### config.mk
export PLATFORM = sky130hd
export DESIGN_NAME = stream_fifo
export DESIGN_NICKNAME = d
export VERILOG_FILES = /design/src/rtl/stream_fifo.sv
export SDC_FILE = /design/constraint.sdc
export NUM_CORES = 1
export LEC_CHECK = 0
export BUFFER_PORTS_ARGS = -buffer_cell sky130_fd_sc_hd__buf_2
export CAP_MARGIN = 20
export CELL_PAD_IN_SITES_DETAIL_PLACEMENT = 1
export CELL_PAD_IN_SITES_GLOBAL_PLACEMENT = 1
export CORE_MARGIN = 4
export CORE_UTILIZATION = 56
export CTS_CLUSTER_SIZE = 16
export DETAILED_ROUTE_END_ITERATION = 8
export PLACE_DENSITY = 0.82
export REMOVE_ABC_BUFFERS = 1
export SYNTH_ARGS = -nofsm -noshare
export SYNTH_HDL_FRONTEND = slang
export SYNTH_SLANG_ARGS = --single-unit
export TNS_END_PERCENT = 50
### constraint.sdc
create_clock -name clk -period 4.6 [get_ports clk]
set_clock_uncertainty 0.15 [all_clocks]
set_input_delay 0.23 -clock clk [delete_from_list [all_inputs] [get_ports clk]]
set_output_delay 0.23 -clock clk [all_outputs]
set_load 0.03 [all_outputs]
### src/rtl/stream_fifo.sv
// ---------------------------------------------------------------------------
// stream_fifo
//   Single-clock synchronous FIFO with occupancy and threshold flags and
//   single-cycle error pulses. Supports a standard registered-read mode and
//   a first-word-fall-through mode, selected by the FWFT parameter.
//
// Parameters
//   DATA_WIDTH   data word width in bits
//   DEPTH        number of storage entries (power of two, >= 2)
//   AF_THRESH    almost_full level,  legal 1..DEPTH-1
//   AE_THRESH    almost_empty level, legal 0..DEPTH-1
//   FWFT         0: dataOut is loaded on an accepted read
//                1: dataOut shows the head word whenever not empty
//
// Ports
//   clk           rising-edge clock
//   reset         asynchronous active-high reset
//   clear         synchronous flush, wins over w_en and r_en
//   w_en, dataIn  write request and data
//   r_en          read request (standard) / head acknowledge (FWFT)
//   dataOut       read data
//   empty, full   occupancy flags, registered
//   almost_empty  count <= AE_THRESH, registered
//   almost_full   count >= AF_THRESH, registered
//   count         occupancy 0..DEPTH
//   overflow      one-cycle pulse after a write attempted while full
//   underflow     one-cycle pulse after a read attempted while empty
// ---------------------------------------------------------------------------
module stream_fifo #(
  parameter int DATA_WIDTH = 8,
  parameter int DEPTH      = 16,
  parameter int AF_THRESH  = 12,
  parameter int AE_THRESH  = 4,
  parameter int FWFT       = 0
) (
  input  logic                     clk,
  input  logic                     reset,
  input  logic                     clear,
  input  logic                     w_en,
  input  logic [DATA_WIDTH-1:0]    dataIn,
  input  logic                     r_en,
  output logic [DATA_WIDTH-1:0]    dataOut,
  output logic                     empty,
  output logic                     full,
  output logic                     almost_empty,
  output logic                     almost_full,
  output logic [$clog2(DEPTH):0]   count,
  output logic                     overflow,
  output logic                     underflow
);

  localparam int AW = $clog2(DEPTH);

  localparam logic [AW:0]   CNT_ONE   = (AW+1)'(1);
  localparam logic [AW:0]   CNT_DEPTH = (AW+1)'(DEPTH);
  localparam logic [AW:0]   AF_LVL    = (AW+1)'(AF_THRESH);
  localparam logic [AW:0]   AE_LVL    = (AW+1)'(AE_THRESH);
  localparam logic [AW-1:0] PTR_ONE   = AW'(1);

  // Elaboration-time parameter legality checks
  if (DEPTH < 2 || (DEPTH & (DEPTH - 1)) != 0) begin : g_bad_depth
    $error("stream_fifo: DEPTH must be a power of two and at least 2");
  end
  if (AF_THRESH < 1 || AF_THRESH > DEPTH - 1) begin : g_bad_af
    $error("stream_fifo: AF_THRESH must be in 1..DEPTH-1");
  end
  if (AE_THRESH < 0 || AE_THRESH > DEPTH - 1) begin : g_bad_ae
    $error("stream_fifo: AE_THRESH must be in 0..DEPTH-1");
  end
  if (FWFT != 0 && FWFT != 1) begin : g_bad_fwft
    $error("stream_fifo: FWFT must be 0 or 1");
  end
  if (DATA_WIDTH < 1) begin : g_bad_width
    $error("stream_fifo: DATA_WIDTH must be at least 1");
  end

  // Occupancy after one edge given which transfers were accepted.
  // A simultaneous read and write leaves the count unchanged.
  function automatic logic [AW:0] next_count(input logic [AW:0] cur,
                                             input logic        wr,
                                             input logic        rd);
    logic [AW:0] res;
    res = cur;
    if (wr && !rd) res = cur + CNT_ONE;
    if (rd && !wr) res = cur - CNT_ONE;
    return res;
  endfunction

  logic [DATA_WIDTH-1:0] mem [DEPTH];
  logic [AW-1:0]         wptr;
  logic [AW-1:0]         rptr;
  logic                  wr_acc;
  logic                  rd_acc;
  logic [AW:0]           cnt_nxt;

  // Flags are registered, so full/empty here reflect the current count and
  // the same-cycle read cannot make room for a write (or vice versa).
  always_comb begin
    wr_acc  = w_en && !full  && !clear;
    rd_acc  = r_en && !empty && !clear;
    cnt_nxt = clear ? '0 : next_count(count, wr_acc, rd_acc);
  end

  // Storage is deliberately left out of reset and clear; only the pointers
  // decide what is valid.
  always_ff @(posedge clk) begin
    if (wr_acc) mem[wptr] <= dataIn;
  end

  always_ff @(posedge clk or posedge reset) begin
    if (reset) begin
      wptr         <= '0;
      rptr         <= '0;
      count        <= '0;
      empty        <= 1'b1;
      full         <= 1'b0;
      almost_empty <= 1'b1;
      almost_full  <= 1'b0;
      overflow     <= 1'b0;
      underflow    <= 1'b0;
    end else begin
      if (clear) begin
        wptr <= '0;
        rptr <= '0;
      end else begin
        if (wr_acc) wptr <= wptr + PTR_ONE;
        if (rd_acc) rptr <= rptr + PTR_ONE;
      end
      count        <= cnt_nxt;
      empty        <= (cnt_nxt == '0);
      full         <= (cnt_nxt == CNT_DEPTH);
      almost_empty <= (cnt_nxt <= AE_LVL);
      almost_full  <= (cnt_nxt >= AF_LVL);
      overflow     <= w_en && full  && !clear;
      underflow    <= r_en && empty && !clear;
    end
  end

  if (FWFT == 0) begin : g_std_read
    logic [DATA_WIDTH-1:0] rd_data_p1;

    // Read stage: head word captured on an accepted read, held otherwise
    always_ff @(posedge clk or posedge reset) begin
      if (reset) begin
        rd_data_p1 <= '0;
      end else if (clear) begin
        rd_data_p1 <= '0;
      end else if (rd_acc) begin
        rd_data_p1 <= mem[rptr];
      end
    end

    assign dataOut = rd_data_p1;
  end else begin : g_fwft_read
    // Head entry shown directly; forced to zero while empty so that reset
    // and clear both blank the output through the empty flag.
    assign dataOut = empty ? '0 : mem[rptr];
  end

endmodule

---- After elaboration in Yosys (flattened, before gate mapping) ----
Memories as Yosys holds them, arrays and structs flattened.
Index checks and enable logic that the tools add are counted.
storage, ports and cells
  logic and storage cells ................. 47
  RAM bits ................................ 128
  memories kept ........................... 1
  flip-flop bits (word level) ............. 27
  output and inout port bits .............. 19
  bits of input ports ..................... 13
memories
  name  words  bits a word  read ports  clocked after memory_dff  write ports  RTL line  RTL
  mem   16     8            1           0                         1            89        logic [DATA_WIDTH-1:0] mem [DEPTH];
operators by class
  $lt $le $gt $ge ......................... 2
  mux-type cells .......................... 11
  $add $sub $neg .......................... 4
  equality and inequality tests ........... 1
  reduce and logical (&&, ||, !) cells .... 18
operators by type and width
  kind                                                            count
  two-way mux 4 bit                                               4
  two-way mux 8 bit                                               2
  two-way mux 5 bit                                               3
  logical AND 1 bit                                               10
  adder 4 x 1 -> 4 bit, second input constant                     2
  adder 5 x 1 -> 5 bit, second input constant                     1
  equality test 5 bit, second input constant                      1
  >= comparator 5 x 4 -> 1 bit, second input constant             1
  less-or-equal comparator 5 x 3 -> 1 bit, second input constant  1
  zero test 1 bit                                                 5
  zero test 5 bit                                                 1
  subtractor 5 x 1 -> 5 bit, second input constant                1
  nonzero test 2 bit                                              2
  two-way mux 1 bit                                               2

---- Depth between registers and ports, before layout ----
Gate-level depths: netlist of the first run.
  depth after elaboration ................. 9
  gate-level depth with buffers ........... 6

---- Worst setup path before layout of the first run ----
No wires, ideal clock.
  kind .................................... reg2reg
  start ................................... reg full
  end ..................................... mem mem[0][0] (enable)
  cell stages (with the launch flop) ...... 4
  clock period less this slack ............ 2,091 ps
  path buffers ............................ 0
  path slack .............................. 2,509 ps
  required time ........................... 4,067 ps
  data arrival time ....................... 1,558 ps
  setup time .............................. 383 ps
  path through ............................ dfrtp_1 > nor3b_2 > nand2_1 > nor3_1
between the ends
  word-level cells in the longest chain between the ends .. 5
RTL lines
  what                                     RTL line  RTL
  start, declared                          44        output logic full,
  start signal, assigned                   131       full <= (cnt_nxt == CNT_DEPTH);
  zero test 1 bit                          99        wr_acc = w_en && !full && !clear;
  logical AND 1 bit (2 in a row)           99
  two-way mux 1 bit                        107       if (wr_acc) mem[wptr] <= dataIn;
  two-way mux 1 bit (not written as such)  107
  end, declared                            89
No other way between the ends.

---- Final worst setup path of the first run ----
  start ................................... reg rptr[0]
  end ..................................... reg g_std_read.rd_data_p1[4] (netlist: dataOut[4])
between the ends
  word-level cells in the longest chain between the ends .. 3
RTL lines
  what                      RTL line  RTL
  start, declared           91        logic [AW-1:0] rptr;
  start signal, assigned    127       if (rd_acc) rptr <= rptr + PTR_ONE;
  memory read (16 x 8 bit)  n/a
  two-way mux 8 bit         148       end else if (rd_acc) begin
  two-way mux 8 bit         146       end else if (clear) begin
  end signal, assigned      149       rd_data_p1 <= mem[rptr];
  end, declared             140       logic [DATA_WIDTH-1:0] rd_data_p1;
No other way between the ends. The select of a mux whose other input is x is not followed.
A chain may end at the register's enable or synchronous reset.

==> results.py, run 1 <==
metrics = {
    "status": {
        "status": "completed",
    },
    "floorplan": {
        "die_h_um": 114,
        "coreArea_um2": 10900,
        "die_w_um": 114,
        "start_util_pct": 57.8,
        "io_pins": 32,
        "num_rows": 38,
        "dieArea_um2": 13000,
    },
    "yosys": {
        "synth.distinct_cells": 49,
        "synth-seq-cells": 155,
        "syn_inst": 371,
        "synth_edf_count": 128,
        "syn_area_per_cell_um2": 17.0,
        "seq_area_frac_synth_pct": 71.6,
        "netlist_area_um2": 6320,
        "ys_warn_count": 0,
        "ys.flop_type": "edfxtp_1",
        "async_flop_share_pct": 17.4,
    },
    "power_and_ir_drop": {
        "p_leak_nw": 2.47,
        "powerDensity_nw_per_um2": 487,
        "finalPower_mw": 3.51,
        "ir_drop_v": 0.000303,
    },
    "worst_setup_path": {
        "start_kind": "flop",
        "critical_path.cell_chain": "nor2b_1 > a22oi_1 > a32oi_1 > o21ai_0",
        "endpoint_kind": "flop",
        "crit_slowest_cell": "dfrtp_1",
        "max_stage_delay_ns": 0.95,
        "r2r_end": "dataOut[4]$_DFFE_PP0P_",
        "worstSetupPathType": "flop to flop",
        "r2r_slack_ns": 1.91,
        "crit_path_max_fanout": 21,
        "reg2reg_from": "rptr[0]$_DFFE_PP0P_",
        "crit_required_ns": 4.71,
        "reg2reg_depth": 4,
        "crit_arrival_ns": 2.80,
    },
    "global_route": {
        "top_usage_layer": "met2",
        "grt_use_met1_pct": 35.4,
        "overflow": 0,
        "antenna_found_initial": 0,
        "grt_pass1_wl_um": 24000,
        "grt_pass1_vias": 3833,
        "grt.total_usage_pct": 25.8,
        "grt.met2_usage_pct": 41.8,
        "grt_max_degree": 38,
        "grt_util_met3_pct": 5.02,
    },
    "timing": {
        "setup_violations": 0,
        "relSlewSlack_pct": 30.0,
        "layout_setup_ws_ns": 1.91,
        "fmax_ghz": 0.372,
        "maxSlewViolCount": 0,
        "tightest_slew_ns": 1.05,
        "timing.hold.ws_ns": 0.0654,
        "grt_setup_unrepaired": "no",
        "finalSetupTns_ns": 0,
        "finalCritPeriodShare_pct": 58.4,
        "period_needed_ns": 2.69,
        "hold_violations": 0,
    },
    "placed_design": {
        "place_ws_ns": 1.96,
        "dp_hpwl_um": 9310,
        "gp_congestion": 0.791,
        "port_buffers": 31,
    },
    "clock_network": {
        "cts_root_buf": "clkbuf_16",
        "cts_buffers": 17,
        "clock_tree.buffer_depth": 2,
        "clock_sinks": 155,
        "post_cts_resized": 0,
        "cts_hold_buf": 3,
        "post_cts_buffers": 0,
        "cts.htree.levels": 4,
        "cts_tree": "built",
        "clk_pin_slew_ns": 0.06,
        "clk_latency_ns": 0.42,
    },
    "cells_and_area": {
        "syn_to_final_growth_pct": 14.1,
        "n_fill_cell": 971,
        "antenna_cells": 0,
        "nNetsFinal": 433,
        "final_common_cell": "edfxtp_1",
        "final_cell_mix": "edfxtp_1, mux2i_1, buf_2",
        "layout-drive-gt1-share_pct": 24.0,
        "utilization_pct": 65.9,
    },
    "drt": {
        "drt_iter0_drc": 339,
        "antenna_left": 0,
        "firstDrtPassIters": 4,
        "wl_per_cell_um": 27.2,
        "remaining_drc_errors": 0,
        "post_drt_via_cell_ratio": 6.29,
        "routed_wl_um": 15400,
        "vias": 3554,
    },
    "flow_run": {
        "cap_violations": 0,
    },
    "hold_path": {
        "holdPathStages": 1,
        "min-delay-start": "dataIn[2]",
        "hold_path_class": "input pin to flop",
        "min_to": "mem[2][2]$_DFFE_PP_",
    },
}
[flip-flops by register name (all words and copies together) (netlist names)]
name / count
overflow: 1
full: 1
empty: 1
mem: 128
almost_full: 1
wptr: 4
underflow: 1
rptr: 4
count: 5
dataOut: 8
almost_empty: 1
[cells by family (layout without fill, tap and decap cells)]
| group | after synthesis | in the layout | synth area share, % |
|---|---|---|---|
| flip-flops | 155 | 155 | 71.6 |
| AND/OR/NAND/NOR | 79 | 79 | 6.48 |
| multiplexers | 58 | 58 | 13.0 |
| AO/OA/AOI/OAI | 42 | 42 | 4.75 |
| buffers and inverters | 23 | 77 | 1.78 |
| adder cells (fa/ha/maj) | 7 | 7 | 1.39 |
| XOR/XNOR | 7 | 7 | 0.971 |
[critical path: cells and delay by family, from the launching register on]
| kind | cells | cell delay [ns] |
|---|---|---|
| flip-flops | 1 | 0.95 |
| AND/OR/NAND/NOR | 1 | 0.65 |
| AO/OA/AOI/OAI | 3 | 0.77 |
[layout make-up]
| type | instances | area (µm²) | share of cell area, % |
|---|---|---|---|
| clock inverters | 13 | 143 | 1.98 |
| clock buffers | 18 | 429 | 5.95 |
| multi-input cells | 193 | 1680 | 23.3 |
| inverters | 5 | 18.8 | 0.260 |
| well taps | 140 | 175 | 2.43 |
| repair buffers | 41 | 238 | 3.30 |
| flip-flops and latches | 155 | 4520 | 62.7 |
[report_power, final]
group	switching (mW)	leakage, nW	internal, mW
Sequential	0.0810	1.51	1.58
Clock	0.567	0.272	0.800
Combinational	0.297	0.679	0.191
Total	0.945	2.47	2.57
[cell usage after synthesis, drive strengths merged (2+ instances only)]
cell / instances / area share [%]
nor2b: 3 / 0.30
xor2: 4 / 0.55
a32oi: 7 / 0.97
o21ai: 8 / 0.63
xnor2: 3 / 0.42
clkbuf: 6 / 0.36
inv: 5 / 0.30
nor2: 23 / 1.4
ha: 7 / 1.4
nand4: 3 / 0.30
a22oi: 7 / 0.83
and2b: 2 / 0.26
nand2: 22 / 1.3
mux2i: 39 / 6.4
nor3: 4 / 0.32
o311ai: 2 / 0.28
a31oi: 8 / 0.79
edfxtp: 128 / 61
a211oi: 2 / 0.32
mux4: 18 / 6.4
nand2b: 5 / 0.50
dfstp: 2 / 0.83
nand3: 7 / 0.63
dfrtp: 25 / 9.9
or3: 2 / 0.20
a21oi: 4 / 0.32
buf: 12 / 1.1
[routing by layer]
layer | wire length [µm] | up-vias
li1 | - | 1527
met1 | 6330 | 1867
met2 | 7790 | 129
met3 | 885 | 31
met4 | 383 | 0
met5 | 0 | -
[through the flow]
stage                     cells  cell area [µm²]
after global routing        565             7210
after global placement      527             6580
after CTS                   565             7210
after floorplan             353             6220
final                       565             7210
after detailed placement    531             6610
[worst max path at each step]
stage,from,to,slack (ns),depth (start not counted)
2_1_floorplan,rptr[1]$_DFFE_PP0P_,dataOut[0]$_DFFE_PP0P_,1.81,5
3_3_place_gp,clear,mem[0][3]$_DFFE_PP_,1.91,4
3_5_place_dp,rptr[0]$_DFFE_PP0P_,dataOut[3]$_DFFE_PP0P_,1.96,4
4_1_cts,rptr[0]$_DFFE_PP0P_,dataOut[4]$_DFFE_PP0P_,1.87,4
5_1_grt,rptr[0]$_DFFE_PP0P_,dataOut[4]$_DFFE_PP0P_,1.70,4
6_report,rptr[0]$_DFFE_PP0P_,dataOut[4]$_DFFE_PP0P_,1.91,4
Power figures use the tool's default switching activity.
==> run 2, diff against run 1 <==
- CORE_UTILIZATION: 56 -> 52
- PLACE_DENSITY: 0.82 -> 0.77
- clock period: 4.6 -> 2.8 ns (I/O delays scaled with it)
==> results.py, run 2 (synthesis gave the netlist of run 1 again) <==
metrics = {
    "cells_and_area": {
        "final_common_cell": "edfxtp_1",
        "largest_reg_flops": 128,
        "ff_latch_area_um2": 4520,
        "n_fill_cell": 1019,
        "regMostFlops": "mem",
        "multi_input_area_um2": 1680,
        "nNetsFinal": 446,
        "stdcell_area_um2": 7440,
        "final_cell_mix": "edfxtp_1, mux2i_1, buf_2",
        "antenna_cells": 0,
        "syn_to_final_growth_pct": 17.7,
        "layout-drive-gt1-share_pct": 24.1,
    },
    "power_and_ir_drop": {
        "powerDensity_nw_per_um2": 808,
        "p_leak_nw": 2.57,
        "ir_drop_v": 0.000575,
    },
    "worst_setup_path": {
        "worstSetupPathType": "flop to flop",
        "crit_path_max_fanout": 24,
        "endpoint_kind": "flop",
        "crit_required_ns": 2.93,
        "reg2reg_depth": 5,
        "crit_arrival_ns": 2.47,
        "start_kind": "flop",
    },
    "clock_network": {
        "post_cts_resized": 0,
        "cts.htree.levels": 4,
        "cts_root_buf": "clkbuf_16",
        "cts_tree": "built",
        "clk_pin_slew_ns": 0.06,
        "clk_latency_ns": 0.43,
        "cts_buffers": 17,
        "clock_tree.buffer_depth": 2,
        "clock_sinks": 155,
        "post_cts_buffers": 0,
    },
    "timing": {
        "tightest_slew_ns": 0.858,
        "maxSlewViolCount": 0,
        "period_needed_ns": 2.34,
        "hold_violations": 0,
        "fmax_ghz": 0.427,
        "setup_violations": 0,
        "finalSetupTns_ns": 0,
        "relSlewSlack_pct": 42.6,
        "grt_setup_unrepaired": "no",
        "finalCritPeriodShare_pct": 83.7,
    },
    "drt": {
        "antenna_left": 0,
        "drt_iter0_drc": 382,
        "vias": 3534,
        "firstDrtPassIters": 5,
        "wl_per_cell_um": 25.8,
        "remaining_drc_errors": 0,
        "routed_wl_um": 15000,
        "post_drt_via_cell_ratio": 6.07,
    },
    "placed_design": {
        "dp_hpwl_um": 9570,
        "dpl-instance-area_um2": 6690,
        "gp_congestion": 0.823,
        "port_buffers": 31,
    },
    "global_route": {
        "grt_max_degree": 28,
        "grt_pass1_wl_um": 23600,
        "grt.total_usage_pct": 23.2,
        "antenna_found_initial": 0,
        "overflow": 0,
        "grt_pass1_vias": 3786,
    },
    "floorplan": {
        "start_util_pct": 54.2,
        "dieArea_um2": 14000,
        "io_pins": 32,
        "coreArea_um2": 11700,
        "die_h_um": 118,
        "num_rows": 39,
        "die_w_um": 118,
    },
    "status": {
        "status": "completed",
    },
    "flow_run": {
        "cap_violations": 0,
    },
    "hold_path": {
        "hold_path_class": "input pin to async pin",
    },
}
run 2: cell types whose count changed in the layout (fill, tap and decap cells not counted), moves of 2 or more:
| cell | change |
|---|---|
| dlygate4sd3_1 | +9 |
| buf_12 | +2 |
| bufinv_16 | +3 |
| clkinv_2 | +2 |
| clkinvlp_4 | -2 |
| inv_6 | -2 |
run 2: final timing paths:
check                                         start                endpoint  slack (ns)
worst min register to register      empty$_DFF_PP1_     underflow$_DFF_PP0_        0.34
max in group asynchronous                     reset      count[1]$_DFF_PP0_        1.81
worst min-delay path                          reset  dataOut[2]$_DFFE_PP0P_        0.18
worst max register to register  rptr[1]$_DFFE_PP0P_  dataOut[2]$_DFFE_PP0P_        0.46
worst max-delay path            rptr[1]$_DFFE_PP0P_  dataOut[2]$_DFFE_PP0P_        0.46
min in group clk                    empty$_DFF_PP1_     underflow$_DFF_PP0_        0.34
run 2: cell type report:
| cell class | count | area share, % |
|---|---|---|
| clock buffer | 19 | 5.82 |
| timing repair buffer | 54 | 5.42 |
| tap | 143 | 2.41 |
| sequential | 155 | 60.8 |
| clock inverter | 13 | 2.67 |
| inverter | 5 | 0.252 |
| multi-input combinational | 193 | 22.6 |
run 2: worst max-delay path: stages, from the launching register on:
cell	delay (ns)
dfrtp_2	0.78
buf_4	0.38
mux2i_1	0.24
nand2_1	0.12
a32oi_1	0.38
o21ai_0	0.15
run 2: power breakdown:
group | internal [mW] | switching (mW)
Sequential | 2.59 | 0.0914
Combinational | 0.340 | 0.528
Clock | 1.57 | 0.888
Total | 4.50 | 1.51
run 2: metrics by stage:
stage	power, mW	utilization, %	instances	hold slack, ns	setup slack, ns
2_1_floorplan	3.27	-	353	0.0412	0.00993
3_3_place_gp	3.54	57.1	537	0.243	0.503
3_5_place_dp	3.58	57.3	538	0.0649	0.486
4_1_cts	6.05	63.8	582	0.171	0.424
5_1_grt	6.26	63.8	582	0.218	0.307
6_report	6.01	63.8	582	0.180	0.456
run 2: layer usage:
| layer | track usage, % | vias up | share of wire, % | routed length [µm] |
|---|---|---|---|---|
| li1 | - | 1561 | - | - |
| met1 | 30.6 | 1822 | 42 | 6350 |
| met2 | 36.4 | 126 | 49 | 7400 |
| met3 | 7.26 | 25 | 5.6 | 840 |
| met4 | 9.16 | 0 | 2.8 | 418 |
| met5 | 0 | - | 0 | 0 |
run 2: repair_timing:
item / in CTS / in global routing
hold endpoints to repair: 118 / 0
hold buffers: 12 / 0
setup endpoints to repair: 0 / 0
==> run 3, diff against run 2 <==
- ABC_AREA: not set -> 1
- CORE_UTILIZATION: 52 -> 49
- clock period: 2.8 -> 2.4 ns (I/O delays scaled with it)
==> results.py, run 3 <==
metrics = {
    "timing": {
        "finalCritPeriodShare_pct": 91.4,
        "period_needed_ns": 2.19,
        "setup_violations": 0,
        "tightest_slew_ns": 0.942,
        "hold_violations": 0,
        "relSlewSlack_pct": 36.9,
        "grt_setup_unrepaired": "no",
        "fmax_ghz": 0.456,
        "maxSlewViolCount": 0,
        "timing.hold.ws_ns": 0.0220,
    },
    "cells_and_area": {
        "nNetsFinal": 673,
        "n_fill_cell": 1422,
        "antenna_cells": 0,
        "stdcell_area_um2": 7760,
        "largest_reg_flops": 128,
        "regMostFlops": "mem",
        "final_common_cell": "edfxtp_1",
        "layout-drive-gt1-share_pct": 17.3,
        "final_cell_mix": "edfxtp_1, nor2_1, nand2_1",
        "syn_to_final_growth_pct": 15.9,
    },
    "clock_network": {
        "cts_tree": "built",
        "post_cts_resized": 0,
        "clock_sinks": 155,
        "cts.htree.levels": 4,
        "cts_root_buf": "clkbuf_16",
        "cts_buffers": 17,
        "clk_latency_ns": 0.43,
        "clk_pin_slew_ns": 0.06,
        "clock_tree.buffer_depth": 2,
    },
    "worst_setup_path": {
        "critical_path.cell_chain": "nor2_2 > nand2_1 > nor2_1",
        "crit_slowest_cell": "nor2_1",
        "worstSetupPathType": "flop to flop",
        "start_kind": "flop",
        "max_stage_delay_ns": 0.76,
        "crit_path_max_fanout": 8,
        "crit_required_ns": 2.30,
        "crit_arrival_ns": 2.09,
        "endpoint_kind": "flop",
    },
    "drt": {
        "vias": 4750,
        "routed_wl_um": 18400,
        "post_drt_via_cell_ratio": 5.64,
        "drt_iter0_drc": 522,
        "remaining_drc_errors": 0,
        "wl_per_cell_um": 21.9,
        "antenna_left": 0,
        "firstDrtPassIters": 5,
    },
    "yosys": {
        "synth.distinct_cells": 31,
        "seq_area_frac_synth_pct": 67.6,
        "ys.flop_type": "edfxtp_1",
        "synth_largest_area_cell": "edfxtp_1",
        "synth-seq-cells": 155,
        "syn_area_per_cell_um2": 11.2,
        "ys_warn_count": 0,
        "syn_inst": 597,
        "yosysMostFrequentCell": "edfxtp_1",
        "async_flop_share_pct": 17.4,
        "netlist_area_um2": 6690,
        "synth_edf_count": 128,
        "yosysTopAreaCellShare_pct": 57.4,
        "synthTopCellsByCount": "edfxtp_1, nor2_1, nand2_1",
        "synth_area_leaders": "edfxtp_1, dfrtp_1, nor2_1",
    },
    "placed_design": {
        "port_buffers": 31,
        "gp_congestion": 0.825,
        "dpl-instance-area_um2": 7050,
        "dp_hpwl_um": 12000,
    },
    "power_and_ir_drop": {
        "p_leak_nw": 3.04,
        "powerDensity_nw_per_um2": 854,
        "finalPower_mw": 6.63,
        "ir_drop_v": 0.000500,
    },
    "global_route": {
        "grt_max_degree": 47,
        "antenna_found_initial": 0,
        "grt.total_usage_pct": 24.6,
        "grt_pass1_wl_um": 29100,
        "grt_pass1_vias": 4987,
        "overflow": 0,
    },
    "hold_path": {
        "hold_path_class": "input pin to flop",
    },
    "floorplan": {
        "io_pins": 32,
        "die_h_um": 125,
        "coreArea_um2": 13300,
        "num_rows": 42,
        "start_util_pct": 50.3,
        "dieArea_um2": 15600,
        "die_w_um": 125,
    },
    "flow_run": {
        "cap_violations": 0,
    },
    "status": {
        "status": "completed",
    },
}
run 3: cell count changes after synthesis, sizes merged, moves of 16 or more:
cell / before / now
o211ai: 0 / 16
mux4: 18 / 0
nand2: 22 / 80
nor2: 23 / 125
inv: 5 / 43
nand3: 7 / 38
o21ai: 8 / 72
mux2i: 39 / 0
run 3: power by group:
group | leakage (nW) | internal (mW) | switching (mW) | total (mW)
clock | 0.274 | 1.54 | 1.06 | 2.61
combinational | 1.25 | 0.280 | 0.696 | 0.976
sequential | 1.51 | 2.99 | 0.0584 | 3.05
total | 3.04 | 4.81 | 1.82 | 6.63
run 3: area by class of cell:
type	count	area, µm²	share of cell area [%]
Clock inverter	13	128	1.64
Inverter	44	165	2.13
Sequential cell	155	4520	58.3
Clock buffer	19	443	5.71
Tap cell	176	220	2.84
Multi-Input combinational cell	371	1820	23.4
Timing Repair Buffer	64	463	5.96
run 3: path summary, 6_finish.rpt:
check | startpoint | to | slack (ns) | cells after the start
hold / removal | dataIn[4] | mem[6][4]$_DFFE_PP_ | 0.02 | 1
hold reg to reg | dataOut[1]$_DFFE_PP0P_ | dataOut[1]$_DFFE_PP0P_ | 0.34 | 2
max in group asynchronous | reset | full$_DFF_PP0_ | 1.36 | 5
setup / recovery | full$_DFF_PP0_ | mem[11][7]$_DFFE_PP_ | 0.21 | 3
setup reg to reg | full$_DFF_PP0_ | mem[11][7]$_DFFE_PP_ | 0.21 | 3
min in group asynchronous | reset | rptr[3]$_DFFE_PP0P_ | 0.12 | 3
run 3: kinds of logic (layout without fill, tap and decap cells):
family / after synthesis / count (layout) / share of synthesized area (%)
simple gates: 260 / 260 / 17.4
flops: 155 / 155 / 67.6
compound gates: 103 / 103 / 8.36
buf+inv: 71 / 140 / 5.27
fa+ha+maj: 7 / 7 / 1.31
xor+xnor: 1 / 1 / 0.131
run 3: metal layers:
metal | GRT usage [%] | part of all wire [%] | wire [µm]
met5 | 0 | 0 | 0
met4 | 7.91 | 2.0 | 360
met3 | 4.76 | 6.5 | 1200
met2 | 40.9 | 50 | 9260
met1 | 32.7 | 41 | 7590
run 3: worst max-delay path, delay by kind of cell, from the launching register on:
kind             cells  cell delay (ns)
and+or+nand+nor      3             1.23
DFF                  1             0.43
run 3: through the flow:
stage / utilization (%) / cells / setup TNS (ns) / worst slack [ns]
after floorplan: - / 570 / -3.75 / -0.417
after global placement: 53.0 / 798 / 0 / 0.315
after detailed placement: 53.0 / 798 / 0 / 0.260
after CTS: 58.2 / 841 / 0 / 0.177
after global routing: 58.4 / 842 / 0 / 0.0991
final: 58.4 / 842 / 0 / 0.207
run 3: repair_timing:
| action | 4_1_cts | 5_1_grt |
|---|---|---|
| hold buffers | 11 | 0 |
| hold endpoints to repair | 104 | 0 |
| setup endpoints to repair | 0 | 0 |
| buffers inserted | 0 | 0 |
